===== config.mk =====
export PLATFORM = sky130hd
export DESIGN_NAME = comm_slave_flat
export DESIGN_NICKNAME = d
export VERILOG_FILES = /design/src/rtl/comm_pkg.sv /design/src/rtl/comm_slave_if.sv /design/src/rtl/uart_rx.sv /design/src/rtl/comm_slave.sv /design/src/flat_wrapper.sv
export SDC_FILE = /design/constraint.sdc
export NUM_CORES = 1
export LEC_CHECK = 0
export CAP_MARGIN = 20
export CORE_MARGIN = 2
export CORE_UTILIZATION = 35
export DETAILED_ROUTE_END_ITERATION = 6
export PLACE_DENSITY = 0.61
export SLEW_MARGIN = 0
export SYNTH_ARGS = -nofsm -noshare
export SYNTH_HDL_FRONTEND = slang
export SYNTH_SLANG_ARGS = --single-unit

===== constraint.sdc =====
create_clock -name clk -period 2.2 [get_ports clk]
set_clock_uncertainty 0.15 [all_clocks]
set_input_delay 0.55 -clock clk [delete_from_list [all_inputs] [get_ports clk]]
set_output_delay 0.55 -clock clk [all_outputs]
set_load 0.1 [all_outputs]

===== src/rtl/comm_pkg.sv =====
// comm_pkg
// Shared definitions for the command link (receive and transmit sides).
//   BAUD_DIV_DEFAULT : clk cycles per UART bit (50 MHz / 19200 baud)
//   TO_CYC_DEFAULT   : max clk cycles between the upper and lower byte of a command
//   cmd_state_e      : command assembly FSM states
//   rx_state_e       : byte receiver states
package comm_pkg;

   localparam int BAUD_DIV_DEFAULT = 2604;
   localparam int TO_CYC_DEFAULT   = 131072;

   typedef enum logic {
      IDLE,
      HIGH
   } cmd_state_e;

   typedef enum logic [1:0] {
      RX_IDLE,
      RX_START,
      RX_DATA,
      RX_STOP
   } rx_state_e;

endpackage


===== src/rtl/comm_slave_if.sv =====
// comm_slave_if
// Serial line plus command handshake between the command receiver and its consumer.
//   RX          : UART serial line, idle high (asynchronous to clk)
//   clr_cmd_rdy : consumer acknowledge, clears cmd_rdy
//   cmd         : assembled 16-bit command, upper byte received first
//   cmd_rdy     : cmd holds a complete, unacknowledged command
//   frm_err     : one-cycle pulse on a bad stop bit or inter-byte timeout
interface comm_slave_if;

   logic        RX;
   logic        clr_cmd_rdy;
   logic [15:0] cmd;
   logic        cmd_rdy;
   logic        frm_err;

   modport slave (
      input  RX,
      input  clr_cmd_rdy,
      output cmd,
      output cmd_rdy,
      output frm_err
   );

   modport master (
      output RX,
      output clr_cmd_rdy,
      input  cmd,
      input  cmd_rdy,
      input  frm_err
   );

endinterface


===== src/rtl/uart_rx.sv =====
// uart_rx
// 8N1 UART byte receiver. Expects an already synchronized serial input.
//   clk, rst_n : clock, asynchronous active-low reset
//   RX         : synchronized serial line, idle high
//   rx_data    : received byte, valid while rx_rdy is high
//   rx_rdy     : one-cycle pulse, byte received with a good stop bit
//   rx_err     : one-cycle pulse, stop bit sampled low (no rx_rdy)
module uart_rx
   import comm_pkg::*;
#(
   parameter int BAUD_DIV = BAUD_DIV_DEFAULT
) (
   input  logic       clk,
   input  logic       rst_n,
   input  logic       RX,
   output logic [7:0] rx_data,
   output logic       rx_rdy,
   output logic       rx_err
);

   localparam int CNT_W = (BAUD_DIV > 2) ? $clog2(BAUD_DIV) : 2;
   localparam logic [CNT_W-1:0] HALF_M1 = CNT_W'(BAUD_DIV / 2 - 1);
   localparam logic [CNT_W-1:0] FULL_M1 = CNT_W'(BAUD_DIV - 1);

   rx_state_e        state_q, state_d;
   logic [CNT_W-1:0] baud_cnt_q, baud_cnt_d;
   logic [2:0]       bit_cnt_q, bit_cnt_d;
   logic [7:0]       shift_q, shift_d;
   logic             rx_prev_q, rx_prev_d;
   logic             rdy_q, rdy_d;
   logic             err_q, err_d;

   // The start state waits half a bit so every later sample, one full bit
   // apart, lands in the middle of its bit. A start bit that is high again
   // at that point was a glitch and is dropped silently.
   always_comb begin
      state_d    = state_q;
      baud_cnt_d = baud_cnt_q + 1'b1;
      bit_cnt_d  = bit_cnt_q;
      shift_d    = shift_q;
      rx_prev_d  = RX;
      rdy_d      = 1'b0;
      err_d      = 1'b0;
      case (state_q)
         RX_IDLE: begin
            baud_cnt_d = '0;
            bit_cnt_d  = '0;
            if (rx_prev_q && !RX) begin
               state_d = RX_START;
            end
         end
         RX_START: begin
            if (baud_cnt_q == HALF_M1) begin
               baud_cnt_d = '0;
               state_d    = RX ? RX_IDLE : RX_DATA;
            end
         end
         RX_DATA: begin
            if (baud_cnt_q == FULL_M1) begin
               baud_cnt_d = '0;
               shift_d    = {RX, shift_q[7:1]};
               bit_cnt_d  = bit_cnt_q + 3'd1;
               if (bit_cnt_q == 3'd7) begin
                  state_d = RX_STOP;
               end
            end
         end
         RX_STOP: begin
            if (baud_cnt_q == FULL_M1) begin
               baud_cnt_d = '0;
               state_d    = RX_IDLE;
               if (RX) begin
                  rdy_d = 1'b1;
               end else begin
                  err_d = 1'b1;
               end
            end
         end
         default: state_d = RX_IDLE;
      endcase
   end

   always_ff @(posedge clk or negedge rst_n) begin
      if (!rst_n) begin
         state_q    <= RX_IDLE;
         baud_cnt_q <= '0;
         bit_cnt_q  <= '0;
         shift_q    <= '0;
         rx_prev_q  <= 1'b1;
         rdy_q      <= 1'b0;
         err_q      <= 1'b0;
      end else begin
         state_q    <= state_d;
         baud_cnt_q <= baud_cnt_d;
         bit_cnt_q  <= bit_cnt_d;
         shift_q    <= shift_d;
         rx_prev_q  <= rx_prev_d;
         rdy_q      <= rdy_d;
         err_q      <= err_d;
      end
   end

   assign rx_data = shift_q;
   assign rx_rdy  = rdy_q;
   assign rx_err  = err_q;

endmodule


===== src/rtl/comm_slave.sv =====
// comm_slave
// Receives two UART bytes (upper first) and presents them as a 16-bit command.
//   clk, rst_n : clock, asynchronous active-low reset
//   bus        : comm_slave_if.slave -- RX, clr_cmd_rdy in; cmd, cmd_rdy, frm_err out
// Parameters: BAUD_DIV (clk cycles per bit), TO_CYC (inter-byte timeout in clk cycles).
module comm_slave
   import comm_pkg::*;
#(
   parameter int BAUD_DIV = BAUD_DIV_DEFAULT,
   parameter int TO_CYC   = TO_CYC_DEFAULT
) (
   input  logic clk,
   input  logic rst_n,
   comm_slave_if.slave bus
);

   localparam int TO_W = $clog2(TO_CYC + 1);
   localparam logic [TO_W-1:0] TO_MAX = TO_W'(TO_CYC);

   logic            rx_meta_q, rx_meta_d;
   logic            rx_sync_q, rx_sync_d;
   cmd_state_e      state_q, state_d;
   logic [7:0]      upper_q, upper_d;
   logic [15:0]     cmd_q, cmd_d;
   logic            cmd_rdy_q, cmd_rdy_d;
   logic            frm_err_q, frm_err_d;
   logic [TO_W-1:0] to_cnt_q, to_cnt_d;

   logic [7:0] rx_data;
   logic       rx_rdy;
   logic       rx_err;

   uart_rx #(
      .BAUD_DIV (BAUD_DIV)
   ) u_rx (
      .clk     (clk),
      .rst_n   (rst_n),
      .RX      (rx_sync_q),
      .rx_data (rx_data),
      .rx_rdy  (rx_rdy),
      .rx_err  (rx_err)
   );

   // An acknowledge is applied first so that a command completing in the
   // same cycle overrides it. A receive error abandons any half-built
   // command regardless of state; cmd itself only moves when both bytes
   // have arrived. The timeout counter stops at TO_MAX rather than wrapping.
   always_comb begin
      rx_meta_d = bus.RX;
      rx_sync_d = rx_meta_q;
      state_d   = state_q;
      upper_d   = upper_q;
      cmd_d     = cmd_q;
      cmd_rdy_d = cmd_rdy_q;
      frm_err_d = 1'b0;
      to_cnt_d  = to_cnt_q;
      if (bus.clr_cmd_rdy) begin
         cmd_rdy_d = 1'b0;
      end
      if (rx_err) begin
         state_d   = IDLE;
         upper_d   = '0;
         frm_err_d = 1'b1;
         to_cnt_d  = '0;
      end else begin
         case (state_q)
            IDLE: begin
               if (rx_rdy) begin
                  upper_d   = rx_data;
                  cmd_rdy_d = 1'b0;
                  to_cnt_d  = '0;
                  state_d   = HIGH;
               end
            end
            HIGH: begin
               if (rx_rdy) begin
                  cmd_d     = {upper_q, rx_data};
                  cmd_rdy_d = 1'b1;
                  state_d   = IDLE;
               end else if (to_cnt_q == TO_MAX) begin
                  frm_err_d = 1'b1;
                  state_d   = IDLE;
               end else begin
                  to_cnt_d = to_cnt_q + 1'b1;
               end
            end
            default: state_d = IDLE;
         endcase
      end
   end

   always_ff @(posedge clk or negedge rst_n) begin
      if (!rst_n) begin
         rx_meta_q <= 1'b1;
         rx_sync_q <= 1'b1;
         state_q   <= IDLE;
         upper_q   <= '0;
         cmd_q     <= '0;
         cmd_rdy_q <= 1'b0;
         frm_err_q <= 1'b0;
         to_cnt_q  <= '0;
      end else begin
         rx_meta_q <= rx_meta_d;
         rx_sync_q <= rx_sync_d;
         state_q   <= state_d;
         upper_q   <= upper_d;
         cmd_q     <= cmd_d;
         cmd_rdy_q <= cmd_rdy_d;
         frm_err_q <= frm_err_d;
         to_cnt_q  <= to_cnt_d;
      end
   end

   assign bus.cmd     = cmd_q;
   assign bus.cmd_rdy = cmd_rdy_q;
   assign bus.frm_err = frm_err_q;

endmodule


===== src/flat_wrapper.sv =====
// flat-port wrapper written by rule: the top's interface ports become plain ports
module comm_slave_flat import comm_pkg::*;
#(
   parameter int BAUD_DIV = BAUD_DIV_DEFAULT,
   parameter int TO_CYC   = TO_CYC_DEFAULT
)
  (clk, rst_n, bus_RX, bus_clr_cmd_rdy, bus_cmd, bus_cmd_rdy, bus_frm_err);
  comm_slave_if bus_i ();
  input  logic clk;
  input  logic rst_n;
  input wire logic [$bits(bus_i.RX)-1:0] bus_RX;
  input wire logic [$bits(bus_i.clr_cmd_rdy)-1:0] bus_clr_cmd_rdy;
  output wire logic [$bits(bus_i.cmd)-1:0] bus_cmd;
  output wire logic [$bits(bus_i.cmd_rdy)-1:0] bus_cmd_rdy;
  output wire logic [$bits(bus_i.frm_err)-1:0] bus_frm_err;
  assign bus_i.RX = bus_RX;
  assign bus_i.clr_cmd_rdy = bus_clr_cmd_rdy;
  assign bus_cmd = bus_i.cmd;
  assign bus_cmd_rdy = bus_i.cmd_rdy;
  assign bus_frm_err = bus_i.frm_err;
  comm_slave #(.BAUD_DIV(BAUD_DIV), .TO_CYC(TO_CYC)) u_core (.clk(clk), .rst_n(rst_n), .bus(bus_i));
endmodule

==> flow_summary.toml, run 1 <==
[outcome]
outcome = "finished clean"

[route]
drt_iter0_markers = 164
drc = 0
wl_um = 6772
dr.pass1.iters = 4
avgRoutedWirePerCell_um = 13.91
routed-via-count = 2456
vias_per_cell = 5.043
antenna_left = 0

[sta]
relSlewSlack_pct = 65.15
setup_viol = 0
fin_crit_ns = 2.032
grt_setup_unrepaired = "no"
timing_max_transition_violations_final = 0
hold_viol = 0
fin_crit_sh_pct = 92.38
worst_slew_pin_slew_ns = 0.5227
clock.fmax_mhz = 492.0

[synth]
netlist_instances = 316
synth_top_flop_cell = "dfrtp_1"
synth-edff-count = 0
synthesis.area_um2 = 3460
ys_warn_count = 0
syn_nets = 326
synthArstFlopShare_pct = 100.0
syn_area_per_cell_um2 = 10.95
synth_seq_cells = 75
synth_cell_types = 45
synth.yosys.seq_area_share_pct = 54.36

[clock_tree]
cts-root-buf = "clkbuf_8"
clock_latency_ns = 0.35
cts_buffers = 9
post_cts_buffers = 0
cts_max_path_buffers = 2
h-tree-depth = 3
cts.sinks = 75
cts_tree = "done"
clkTransAtPathRegs_ns = 0.09

[setup_path]
cp.arrival_ns = 2.12
cp_slowest_cell = "dfrtp_1"
crit_family = "simple AND/OR/NAND/NOR gates"
start_kind = "flop"
critPathMaxFanout = 5
worstSetupPathType = "flop to flop"
crit_path_max_incr_delay_ns = 0.41
crit_buf_inv = 1
required_ns = 2.29
end_kind = "flop"
crit_chain = "ha_1, and4bb_2, a31oi_1, buf_4, or2_2, mux2_2"

[global_routing]
met2_usage_pct = 22.08
grt_max_degree = 27
grt_pass1_wl_um = 11310
grt_pass1_vias = 2387
met3_usage_pct = 4.032
grtUsageMet1_pct = 17.97
grtUsageTotal_pct = 13.65
antenna_found_initial = 0
grt_overflow = 0
grt.busiest_layer = "met2"

[placed_design]
dp_hpwl_um = 4762
place_congestion = 0.8066
io_buffers = 21

[final_layout]
seqCellArea_um2 = 1881
drive_gt1_share_pct = 24.01
nFillCells = 910
n_antenna_cell = 0
finalCoreUtilization_pct = 44.52
final_nets = 359
multi_input_area_um2 = 1490
areaGrowthSynthToFinish_pct = 24.63

[die]
dieWidth_um = 103.4
core_area_um2 = 9684
rows = 36
start_util_pct = 35.72
die_h_um = 103.4
num_io_pins = 22
dieArea_um2 = 10700

[power_and_ir_drop]
powerDensity_nw_per_um2 = 617.4
leakagePower_uw = 0.001896
power_uw = 2662
irDropWorstVdd_v = 0.0004164

[worst_hold_path]
hold_class = "flop to flop"

[job]
maxCapViolations = 0
[final timing paths]
check	startpoint	end	depth (start not counted)	slack, ns
max	u_core.u_rx.baud_cnt_q[0]	u_core.u_rx.bit_cnt_q[0]	6	0.17
min	u_core.rx_meta_q	u_core.rx_sync_q	0	0.22
max reg2reg	u_core.u_rx.baud_cnt_q[0]	u_core.u_rx.bit_cnt_q[0]	6	0.17
min reg2reg	u_core.rx_meta_q	u_core.rx_sync_q	0	0.22
max in group asynchronous	rst_n	u_core.rx_sync_q	3	0.85
min in group asynchronous	rst_n	u_core.to_cnt_q[6]	2	0.51
[repair_timing]
| item | CTS | global route |
|---|---|---|
| gates resized for setup | 1 | 1 |
| setup endpoints to repair | 13 | 13 |
| cloned | 0 | 0 |
| hold buffers | 1 | 0 |
| endpoints found under the hold margin | 23 | 0 |
[registers in the layout (all words and copies together) (netlist names), 3 cells and up, named ones only]
name / flops
u_core.to_cnt_q: 18
u_core.bus.cmd: 16
u_core.u_rx.baud_cnt_q: 12
u_core.u_rx.rx_data: 8
u_core.upper_q: 8
u_core.u_rx.bit_cnt_q: 3
[cells in the mapped netlist (4+ instances only)]
master	count	share of area, %
a31oi_1	5	0.90
nor2_1	27	2.9
nand2b_1	4	0.72
xnor2_1	5	1.3
ha_1	6	2.2
nor2b_1	4	0.72
or4_1	4	0.87
nor3_1	8	1.2
xor2_1	10	2.5
buf_2	8	1.2
and4_1	5	1.3
nor4_1	5	0.90
o21ai_0	7	1.0
mux2_2	25	8.1
a21oi_1	19	2.7
nand4_1	11	2.0
inv_1	8	0.87
dfrtp_1	72	52
nand2_1	30	3.3
nand3_1	8	1.2
o31ai_1	5	1.1
[metal layers]
metal / part of all wire [%] / wire length [um]
met1: 46 / 3110
met2: 50 / 3391
met3: 3.4 / 227
met4: 0.62 / 42
met5: 0 / 0
[where the power goes]
part | switching (uW) | internal, uW | leakage (uW) | total [uW]
clock | 543 | 658 | 0.000113 | 1200
combinational | 42.6 | 21.9 | 0.000747 | 64.5
sequential | 9.59 | 1390 | 0.00104 | 1400
[cell families (layout without fill, tap and decap cells)]
logic type	count (synthesis)	in the layout	share of synthesized area (%)
and+or+nand+nor	123	123	19.02
DFF	75	75	54.36
AOI/OAI and AO/OA	50	50	9.512
muxes	25	25	8.137
buffers and inverters	22	60	3.002
xor gates and xnor gates	15	15	3.797
adders and majority gates	6	6	2.170
[metrics by stage]
step / std cells / setup TNS [ns] / setup slack (ns) / hold slack [ns] / cell area [um^2]
2_1_floorplan: 316 / 0 / 0.2825 / 0.1044 / 3460
6_report: 487 / 0 / 0.1677 / 0.2166 / 4312
4_1_cts: 487 / 0 / 0.1210 / 0.2152 / 4303
5_1_grt: 487 / 0 / 0.03841 / 0.2238 / 4312
3_5_place_dp: 470 / -1.062 / -0.1121 / 0.1976 / 4058
3_3_place_gp: 470 / 0 / 0.01075 / 0.1966 / 4058
[cells in the final DEF (no fill, tap or decap), drive strengths merged, types with 3 or more instances in the layout]
master,instances
clkbuf,9
nor3,8
inv,12
a21oi,19
xnor2,5
dfstp,3
nor2,27
xor2,10
o21ai,7
nor4,5
dfrtp,72
mux2,25
ha,6
or3,3
nor2b,4
nand2b,4
or4,4
o211ai,3
nand2,30
a31oi,5
buf,33
and4,5
o31ai,5
nand3,9
and2,3
nand4,11
[layout make-up]
class,instances,share of cell area [%]
sequential,75,43.62
timing repair buffer,36,11.96
clock inverter,7,2.438
multi-input combinational,219,34.56
inverter,8,0.6965
tap,133,3.860
clock buffer,9,2.873
[worst reg2reg max path: cells and delay by family, from the launching register on]
kind | cells | cell delay, ns
buffers and inverters | 1 | 0.19
flip-flops | 1 | 0.41
multiplexers | 1 | 0.27
AO/OA/AOI/OAI | 1 | 0.17
adder cells (fa/ha/maj) | 1 | 0.19
AND/OR/NAND/NOR | 2 | 0.55
No activity file was read; power rests on OpenSTA's default activity.
==> run 2: changes to the inputs <==
--- a/config.mk
+++ b/config.mk
@@ -6,7 +6,7 @@
 export NUM_CORES = 1
 export LEC_CHECK = 0
 export CAP_MARGIN = 20
-export CORE_MARGIN = 2
+export CORE_MARGIN = 1
 export CORE_UTILIZATION = 35
 export DETAILED_ROUTE_END_ITERATION = 6
 export PLACE_DENSITY = 0.61
==> flow_summary.toml, run 2 (same netlist as run 1, synthesis figures left out) <==
[setup_path]
cp.arrival_ns = 2.10
critPathMaxFanout = 5
worstSetupPathType = "flop to flop"
start_kind = "flop"
end_kind = "flop"
required_ns = 2.29
r2r_setup_slack_ns = 0.19

[global_routing]
grtUsageTotal_pct = 14.86
grt_overflow = 0
antenna_found_initial = 0
grt_pass1_wl_um = 11730
grt_pass1_vias = 2397
grt_max_degree = 37

[die]
dieArea_um2 = 10290
dieWidth_um = 101.4
num_io_pins = 22
die_h_um = 101.4
rows = 35
core_area_um2 = 9415
start_util_pct = 36.74

[clock_tree]
cts-root-buf = "clkbuf_8"
clkTransAtPathRegs_ns = 0.08
h-tree-depth = 3
cts_tree = "done"
clock_latency_ns = 0.35
post_cts_buffers = 0
cts_buffers = 9
cts_max_path_buffers = 2
cts.sinks = 75

[worst_hold_path]
hold_class = "flop to flop"

[route]
avgRoutedWirePerCell_um = 13.60
wl_um = 6553
drt_iter0_markers = 86
drc = 0
routed-via-count = 2413
antenna_left = 0
dr.pass1.iters = 4
vias_per_cell = 5.006

[job]
maxCapViolations = 0

[final_layout]
n_antenna_cell = 0
drive_gt1_share_pct = 23.80
mostFrequentLayoutCells = "dfrtp_1, nand2_1, nor2_1"
areaGrowthSynthToFinish_pct = 23.65
finalNonFillerCells = 482
stdcell_area_um2 = 4278
layout_commonest_cell = "dfrtp_1"
top_register = "u_core.to_cnt_q"
largest_reg_flops = 18
finalCoreUtilization_pct = 45.44
final_nets = 358

[power_and_ir_drop]
p_sw_share_pct = 22.57
comb_power_share_pct = 2.4
p_seq_share_pct = 54.7
leakagePower_uw = 0.001886
internal_power_uw = 1975
powerDensity_nw_per_um2 = 596.1
irDropWorstVdd_v = 0.0004510
clockPowerShare_pct = 42.8
power_switching_uw = 575.5

[sta]
setup_viol = 0
clock.fmax_mhz = 497.0
hold_viol = 0
fin_crit_sh_pct = 91.46
worst_slew_pin_slew_ns = 0.5632
timing_max_transition_violations_final = 0
grt_setup_unrepaired = "no"
relSlewSlack_pct = 62.45
fin_crit_ns = 2.012

[placed_design]
place_congestion = 0.7883
io_buffers = 21
placedCellCount = 465
dpl_cell_area_um2 = 4045
dp_hpwl_um = 4713

[outcome]
outcome = "finished clean"
-- run 2: path summary, 6_finish.rpt --
kind / start / to / cells past startpoint
max: u_core.u_rx.baud_cnt_q[0] / u_core.u_rx.bit_cnt_q[0] / 6
min: u_core.rx_meta_q / u_core.rx_sync_q / 0
max reg2reg: u_core.u_rx.baud_cnt_q[0] / u_core.u_rx.bit_cnt_q[0] / 6
min reg2reg: u_core.rx_meta_q / u_core.rx_sync_q / 0
max in group asynchronous: rst_n / u_core.u_rx.rx_prev_q / 3
min in group asynchronous: rst_n / u_core.u_rx.baud_cnt_q[9] / 2
-- run 2: repair_timing --
action	in CTS	in global routing
endpoints found under the hold margin	19	0
resized for setup	1	1
setup endpoints to repair	13	3
hold buffers	1	0
cloned	0	0
-- run 2: area by class of cell --
cell class / count / area [um^2]
fill: 861 / 5137
sequential: 75 / 1881
multi-input combinational: 219 / 1490
timing repair buffer: 35 / 508.0
tap: 129 / 161.4
clock buffer: 10 / 137.6
clock inverter: 6 / 70.07
inverter: 8 / 30.03
-- run 2: worst max-delay path, stage by stage (launching register included) --
cell	delay, ns
dfrtp_1	0.41
ha_1	0.18
and4bb_2	0.25
a31oi_1	0.15
buf_4	0.18
or2_2	0.30
mux2_2	0.27
-- run 2: routing by layer --
layer | vias to the layer above | global-route usage, % | part of all wire, %
met1 | 1169 | 19.94 | 48
met2 | 37 | 23.39 | 48
met3 | 4 | 4.762 | 3.1
met5 | - | 0 | 0
met4 | 0 | 3.679 | 0.76
li1 | 1203 | - | -
-- run 2: through the flow --
stage	power (uW)	hold WS (ns)	setup slack, ns	TNS, ns
6_report	2550	0.2087	0.1879	0
2_1_floorplan	1440	0.1044	0.2825	0
3_3_place_gp	1484	0.1966	0.001622	0
4_1_cts	2601	0.2123	0.1426	0
5_1_grt	2670	0.2243	0.09069	0
3_5_place_dp	1485	0.2001	-0.1467	-1.186
-- run 2: power groups by stage --
stage	logic (uW)	registers [uW]	clock network, uW
2_1_floorplan	19.3	1420	0
4_1_cts	64.0	1400	1140
3_5_place_dp	61.9	1420	0
3_3_place_gp	61.4	1420	0
6_report	62.5	1400	1090
5_1_grt	74.9	1400	1200
